## src/rtl/lut_pkg.sv

```systemverilog
// rtl/lut_pkg.sv - shared state type, table limit and lookup helper for lut_settle_eval
package lut_pkg;

  localparam int TT_W_MAX = 64;

  typedef enum logic [1:0] {
    RUN    = 2'd0,
    LOAD   = 2'd1,
    COMMIT = 2'd2
  } lut_state_e;

  // tbl is left-aligned: table bit TT_W-1 sits at tbl[TT_W_MAX-1], so index 0 maps to the top bit
  function automatic logic tt_lookup(input logic [TT_W_MAX-1:0] tbl, input logic [5:0] idx);
    logic [5:0] pos;
    pos = 6'(TT_W_MAX - 1) - idx;
    return tbl[pos];
  endfunction

endpackage

```

## src/rtl/lut_settle_cnt.sv

```systemverilog
// rtl/lut_settle_cnt.sv - input capture and settle counter; optional glitch counter under LUT_GLITCH_CNT_EN
module lut_settle_cnt #(
  parameter int N_IN   = 3,
  parameter int SETTLE = 4
) (
  input  logic            clk,
  input  logic            rst_n,
  input  logic [N_IN-1:0] in_vec,
  input  logic            clr,
`ifdef LUT_GLITCH_CNT_EN
  input  logic            out_valid,
  output logic [7:0]      glitch_cnt,
`endif
  output logic [N_IN-1:0] in_q,
  output logic            changed,
  output logic            settled
);

  localparam int CNT_W = (SETTLE < 1) ? 1 : $clog2(SETTLE + 1);
  localparam logic [CNT_W-1:0] CNT_MAX = CNT_W'(SETTLE);

  logic [N_IN-1:0]  in_q_q, in_q_d;
  logic [CNT_W-1:0] cnt_q, cnt_d;

  assign in_q    = in_q_q;
  assign changed = (in_vec != in_q_q);
  assign settled = !changed && (cnt_q == CNT_MAX);

  // cnt saturates at CNT_MAX, so inequality is the same test as "below SETTLE"
  always_comb begin
    in_q_d = in_q_q;
    cnt_d  = cnt_q;
    if (changed) begin
      in_q_d = in_vec;
      cnt_d  = '0;
    end else if (cnt_q != CNT_MAX) begin
      cnt_d = cnt_q + CNT_W'(1);
    end
    if (clr) cnt_d = '0;
  end

  always_ff @(posedge clk) begin
    if (!rst_n) begin
      in_q_q <= '0;
      cnt_q  <= '0;
    end else begin
      in_q_q <= in_q_d;
      cnt_q  <= cnt_d;
    end
  end

`ifdef LUT_GLITCH_CNT_EN
  logic [7:0] glitch_q, glitch_d;

  assign glitch_cnt = glitch_q;

  always_comb begin
    glitch_d = glitch_q;
    if (changed && (cnt_q != CNT_MAX) && !out_valid && (glitch_q != 8'hFF))
      glitch_d = glitch_q + 8'd1;
  end

  always_ff @(posedge clk) begin
    if (!rst_n) glitch_q <= '0;
    else        glitch_q <= glitch_d;
  end
`endif

endmodule

```

## src/rtl/lut_settle_eval.sv

```systemverilog
// rtl/lut_settle_eval.sv - settled N-input truth-table evaluator with serial table reload
// Optional glitch_cnt output enabled by defining LUT_GLITCH_CNT_EN.
module lut_settle_eval
  import lut_pkg::*;
#(
  parameter int N_IN = 3,
  localparam int TT_W = 2 ** N_IN,
  parameter logic [TT_W-1:0] TT_RESET = TT_W'(8'hE6),
  parameter int SETTLE = 4
) (
  input  logic            clk,
  input  logic            rst_n,
  input  logic [N_IN-1:0] in_vec,
  input  logic            cfg_start,
  input  logic            cfg_valid,
  input  logic            cfg_bit,
  output logic            cfg_ready,
  output logic            cfg_done,
  output logic            out,
  output logic            out_valid,
  output logic            out_chg
`ifdef LUT_GLITCH_CNT_EN
  ,
  output logic [7:0]      glitch_cnt
`endif
);

  localparam int BC_W = $clog2(TT_W + 1);

  lut_state_e      state_q, state_d;
  logic [TT_W-1:0] shadow_q, shadow_d;
  logic [TT_W-1:0] tt_active_q, tt_active_d;
  logic [BC_W-1:0] bitcnt_q, bitcnt_d;
  logic            out_q, out_d;
  logic            out_valid_q, out_valid_d;
  logic            out_chg_q, out_chg_d;
  logic            cfg_done_q, cfg_done_d;

  logic [N_IN-1:0] in_q;
  logic            changed, settled, commit, new_out;

  lut_settle_cnt #(.N_IN(N_IN), .SETTLE(SETTLE)) u_settle (
    .clk        (clk),
    .rst_n      (rst_n),
    .in_vec     (in_vec),
    .clr        (commit),
`ifdef LUT_GLITCH_CNT_EN
    .out_valid  (out_valid_q),
    .glitch_cnt (glitch_cnt),
`endif
    .in_q       (in_q),
    .changed    (changed),
    .settled    (settled)
  );

  assign commit    = (state_q == COMMIT);
  assign cfg_ready = (state_q == LOAD);
  assign cfg_done  = cfg_done_q;
  assign out       = out_q;
  assign out_valid = out_valid_q;
  assign out_chg   = out_chg_q;
  assign new_out   = tt_lookup(TT_W_MAX'(tt_active_q) << (TT_W_MAX - TT_W), 6'(in_q));

  // A cfg_start inside LOAD restarts the count and swallows a same-cycle bit
  always_comb begin
    state_d     = state_q;
    shadow_d    = shadow_q;
    bitcnt_d    = bitcnt_q;
    tt_active_d = tt_active_q;
    cfg_done_d  = 1'b0;
    case (state_q)
      RUN: begin
        if (cfg_start) begin
          state_d  = LOAD;
          bitcnt_d = '0;
        end
      end
      LOAD: begin
        if (cfg_start) begin
          bitcnt_d = '0;
        end else if (cfg_valid) begin
          shadow_d = {shadow_q[TT_W-2:0], cfg_bit};
          bitcnt_d = bitcnt_q + BC_W'(1);
          if (bitcnt_q == BC_W'(TT_W - 1)) state_d = COMMIT;
        end
      end
      COMMIT: begin
        tt_active_d = shadow_q;
        cfg_done_d  = 1'b1;
        state_d     = RUN;
      end
      default: state_d = RUN;
    endcase
  end

  always_comb begin
    out_d       = out_q;
    out_valid_d = out_valid_q;
    out_chg_d   = 1'b0;
    if (changed) begin
      out_valid_d = 1'b0;
    end else if (settled && (state_q == RUN)) begin
      out_d       = new_out;
      out_valid_d = 1'b1;
      out_chg_d   = (new_out != out_q);
    end
    if (commit) out_valid_d = 1'b0;
  end

  always_ff @(posedge clk) begin
    if (!rst_n) begin
      state_q     <= RUN;
      shadow_q    <= '0;
      bitcnt_q    <= '0;
      tt_active_q <= TT_RESET;
      out_q       <= 1'b0;
      out_valid_q <= 1'b0;
      out_chg_q   <= 1'b0;
      cfg_done_q  <= 1'b0;
    end else begin
      state_q     <= state_d;
      shadow_q    <= shadow_d;
      bitcnt_q    <= bitcnt_d;
      tt_active_q <= tt_active_d;
      out_q       <= out_d;
      out_valid_q <= out_valid_d;
      out_chg_q   <= out_chg_d;
      cfg_done_q  <= cfg_done_d;
    end
  end

endmodule
```

## config.mk

```make
export PLATFORM = sky130hd
export DESIGN_NAME = lut_settle_eval
export DESIGN_NICKNAME = d
export VERILOG_FILES = /design/src/rtl/lut_pkg.sv /design/src/rtl/lut_settle_cnt.sv /design/src/rtl/lut_settle_eval.sv
export SDC_FILE = /design/constraint.sdc
export NUM_CORES = 1
export LEC_CHECK = 0
export CAP_MARGIN = 20
export CORE_UTILIZATION = 54
export CTS_CLUSTER_SIZE = 10
export DETAILED_ROUTE_END_ITERATION = 10
export HOLD_SLACK_MARGIN = 0.03
export PLACE_DENSITY = 0.76
export RECOVER_POWER = 50
export SYNTH_ARGS = -nofsm -noshare
export SYNTH_HDL_FRONTEND = slang
export SYNTH_SLANG_ARGS = --single-unit
```

## constraint.sdc

```tcl
create_clock -name clk -period 2.01 [get_ports clk]
set_clock_uncertainty 0.15 [all_clocks]
set_input_delay 0.402 -clock clk [delete_from_list [all_inputs] [get_ports clk]]
set_output_delay 0.402 -clock clk [all_outputs]
set_load 0.01 [all_outputs]
```

==> summary.txt <==
Die
  – Die height: 51.3 µm
  – Core footprint: 0.00225 mm²
  – Starting density of the core: 58.1%
  – Io pins: 13
  – Row cnt: 17
  – Chip width: 51.3 µm
  – Die ar.: 0.00263 mm²

Critical path
  – Crit path DAT: 1390 ps
  – Family with the most delay on the worst path: buffers and inverters
  – WP depth: 3
  – CP peak stage delay: 520 ps
  – R2R Path End: out
  – Setup crit start kind: flip-flop
  – Setup CP Type: reg -> out
  – Critical Path RT: 1460 ps
  – Critical path startpoint: state_q[1]
  – Register-to-Register Path Depth: 4
  – Worst r2r src: u_settle.in_q[1]
  – Crit-path max FO: 2
  – Slowest CP cell: clkdlybuf4s50_1
  – Buf+Inv Stages, Crit Path: 2
  – CP Cell Sequence: nand2b_1 > inv_1 > clkdlybuf4s50_1
  – Crit path to: cfg_ready
  – Critical Path End Type: primary output
  – Register-to-register path setup slack: 240 ps

Timing
  – Max-slew headroom: 60.9%
  – Hold Fails Final Rpt: 0
  – Final period demand of the worst path: 1940 ps
  – Final setup fails: 0
  – Final slew viol count: 0
  – Slew of the pin with the lowest slew margin: 586 ps
  – Peak Freq: 514 MHz
  – Setup tns final: 0 ps
  – RSZ-0062 raised after global routing: no
  – Tcrit/Tclk final: 96.7%

Final layout
  – Fillers: 193
  – Antenna Cells: 0
  – Final Util: 68.0%
  – Seq. cell area: 644 µm²
  – Area growth, synth to finish: 17.0%
  – Final instance area: 0.00153 mm²
  – Post-layout nets: 181
  – Multi-input logic area: 619 µm²
  – Fraction of layout cells with a size suffix above 1: 8.77%

Clock network
  – Worst-Skew Late Latency: 340 ps
  – # H-tree levels: 2
  – CTS Root Cell: clkbuf_4
  – Num CTS Buffers: 5
  – CTS tree: done
  – Cts hold-fix bufs: 0
  – Clk pin slew, worst setup/hold paths: 100 ps
  – TritonCTS Sinks: 32
  – Clock buffer depth: 2

Placed design
  – IO Port Bufs: 12
  – Dpl cell area: 0.00149 mm²
  – Final HPWL DP: 1.85 mm
  – GPL Wtd Cong: 0.792

Synthesis
  – Post-Synthesis Cells: 151
  – Synth Area per Inst: 8.68 µm²
  – Syn_nets: 162
  – Combinational family with the most area after synthesis: simple AND/OR/NAND/NOR gates
  – Compound-Gate Fraction of Synth Area: 8.79%
  – Ys async rst share: 0%
  – Synth cell types: 31
  – Yosys top cell by area: dfxtp_1
  – Synth Warn #: 0
  – Post-synth top cells: 37 x nand2_1, 32 x dfxtp_1, 14 x a21oi_1
  – Most instantiated library cell after synthesis: nand2_1
  – Sequential fraction of the synthesis area: 48.9%
  – Adder-cell area share of the yosys netlist: 2.87%
  – Post-synth EDFFs: 0
  – Synth Area in XOR/XNOR: 3.34%
  – Seq cells post-synth: 32
  – Simple-Gate Fraction of Synth Area: 28.4%
  – Synth area leaders: dfxtp_1 49%, nand2_1 11%, a21oi_1 5.3%
  – Mux cell area share after synthesis: 4.78%
  – Yosys top cell area share: 48.9%
  – Cell Area, Synth: 0.00131 mm²
  – Top FF cell, synth: dfxtp_1

GRT
  – Vias in the first global route: 1074
  – First-pass GRT wire length: 4.53 mm
  – Initial antenna violation count: 0
  – GR Util met3: 8.93%
  – Total GRT Usage: 24.3%
  – Met1 capacity usage during global routing: 26.4%
  – Grt met2 use: 41.2%
  – Largest net degree at the start of global routing: 11
  – GR peak layer: met2
  – Global route overflow: 0

Drt
  – Initial DRT Pass Iterations: 4
  – First DRT Iteration DRCs: 18
  – DRC: 0
  – Drt total wl: 2.56 mm
  – Vias per cell: 5.38
  – Vias: 1070
  – Drt wl/cell: 12.9 µm
  – Antenna Nets Post-Route: 0

Pwr
  – Pwr Total: 1.11 mW
  – Leak: 0.584 nW
  – Peak supply drop: 0.000547 V
  – Power Dens Cells: 726 mW/mm²

Min path
  – HP Class: reg -> reg

Run
  – Max Cap Viol: 0

Status
  – Outcome: completed
[kinds of logic after synthesis]
logic type | after synthesis
buf+inv | 10
compound gates | 20
xor+xnor | 5
flops | 32
fa+ha+maj | 3
mux | 3
simple gates | 78
[state kept, by name, indices dropped and copies added (netlist names)]
signal and count:
bitcnt_q 4, cfg_done 1, out 1, out_chg 1
out_valid 1, shadow_q 8, state_q 2, tt_active_q 8
u_settle.cnt_q 3, u_settle.in_q 3
[stage by stage]
stage / hold WS [ps] / setup WS, ps / cells
global route: 341 / 2.72 / 199
CTS: 317 / 44.2 / 199
finish: 315 / 65.6 / 199
global placement: 292 / 100 / 191
detailed placement: 300 / 67.5 / 191
floorplan: 282 / 389 / 151
[worst min-delay path by stage]
| stage | startpoint | endpoint | cells after the start |
|---|---|---|---|
| floorplan | tt_active_q[0] | tt_active_q[0] | 2 |
| finish | tt_active_q[3] | tt_active_q[3] | 2 |
| CTS | tt_active_q[3] | tt_active_q[3] | 2 |
| detailed placement | tt_active_q[1] | tt_active_q[1] | 2 |
| global placement | tt_active_q[3] | tt_active_q[3] | 2 |
| global route | tt_active_q[3] | tt_active_q[3] | 2 |
[report_power, final]
part	switching (mW)	internal [mW]	total, mW
logic	0.0384	0.0368	0.0753
registers	0.00848	0.640	0.649
clock network	0.223	0.166	0.389
[metal layers]
layer | part of all wire (%) | routed length [µm]
met4 | 2.1 | 55
met1 | 45 | 1160
met5 | 0 | 0
met2 | 49 | 1250
met3 | 3.7 | 96
[tightest hold or removal path, delay by kind of cell (launching register included)]
kind / cells / cell delay (ps)
flip-flops: 1 / 320
AND/OR/NAND/NOR: 1 / 50
AO/OA/AOI/OAI: 1 / 50
[cell usage in the layout, fill, tap and decap left out]
cell / count
nor4_1: 1
nor3_1: 4
nand2_1: 37
clkinv_2: 2
clkdlybuf4s50_1: 9
a21oi_1: 14
a22oi_1: 1
mux4_1: 2
nand4_1: 3
clkbuf_4: 5
mux2i_1: 1
and3_1: 1
xnor2_1: 2
a311oi_1: 1
clkbuf_1: 2
nand4b_1: 1
clkbuf_8: 1
nor2b_1: 1
and2_0: 2
buf_4: 4
ha_1: 3
a21boi_0: 2
nor2_1: 13
and2_1: 2
dfxtp_1: 31
nor3b_1: 1
xor2_1: 3
dlygate4sd3_1: 3
nand3_1: 7
dfxtp_4: 1
o21ai_0: 1
nor4b_1: 1
nand2b_1: 2
a31o_2: 1
nand4bb_1: 1
inv_1: 4
or2_2: 1
[timing repair]
| action | 4_1_cts | 5_1_grt |
|---|---|---|
| resized for setup | 1 | 1 |
| setup buffers | 0 | 0 |
| endpoints found under the setup margin | 1 | 1 |
[layout make-up]
type,count,share of cell area (%)
clock buffers,6,3.35
clock inverters,2,0.653
inverters,4,0.980
multi-input cells,109,40.4
flip-flops and latches,32,42.0
well taps,28,2.29
repair buffers,18,10.3
Power figures use the tool's default switching activity.
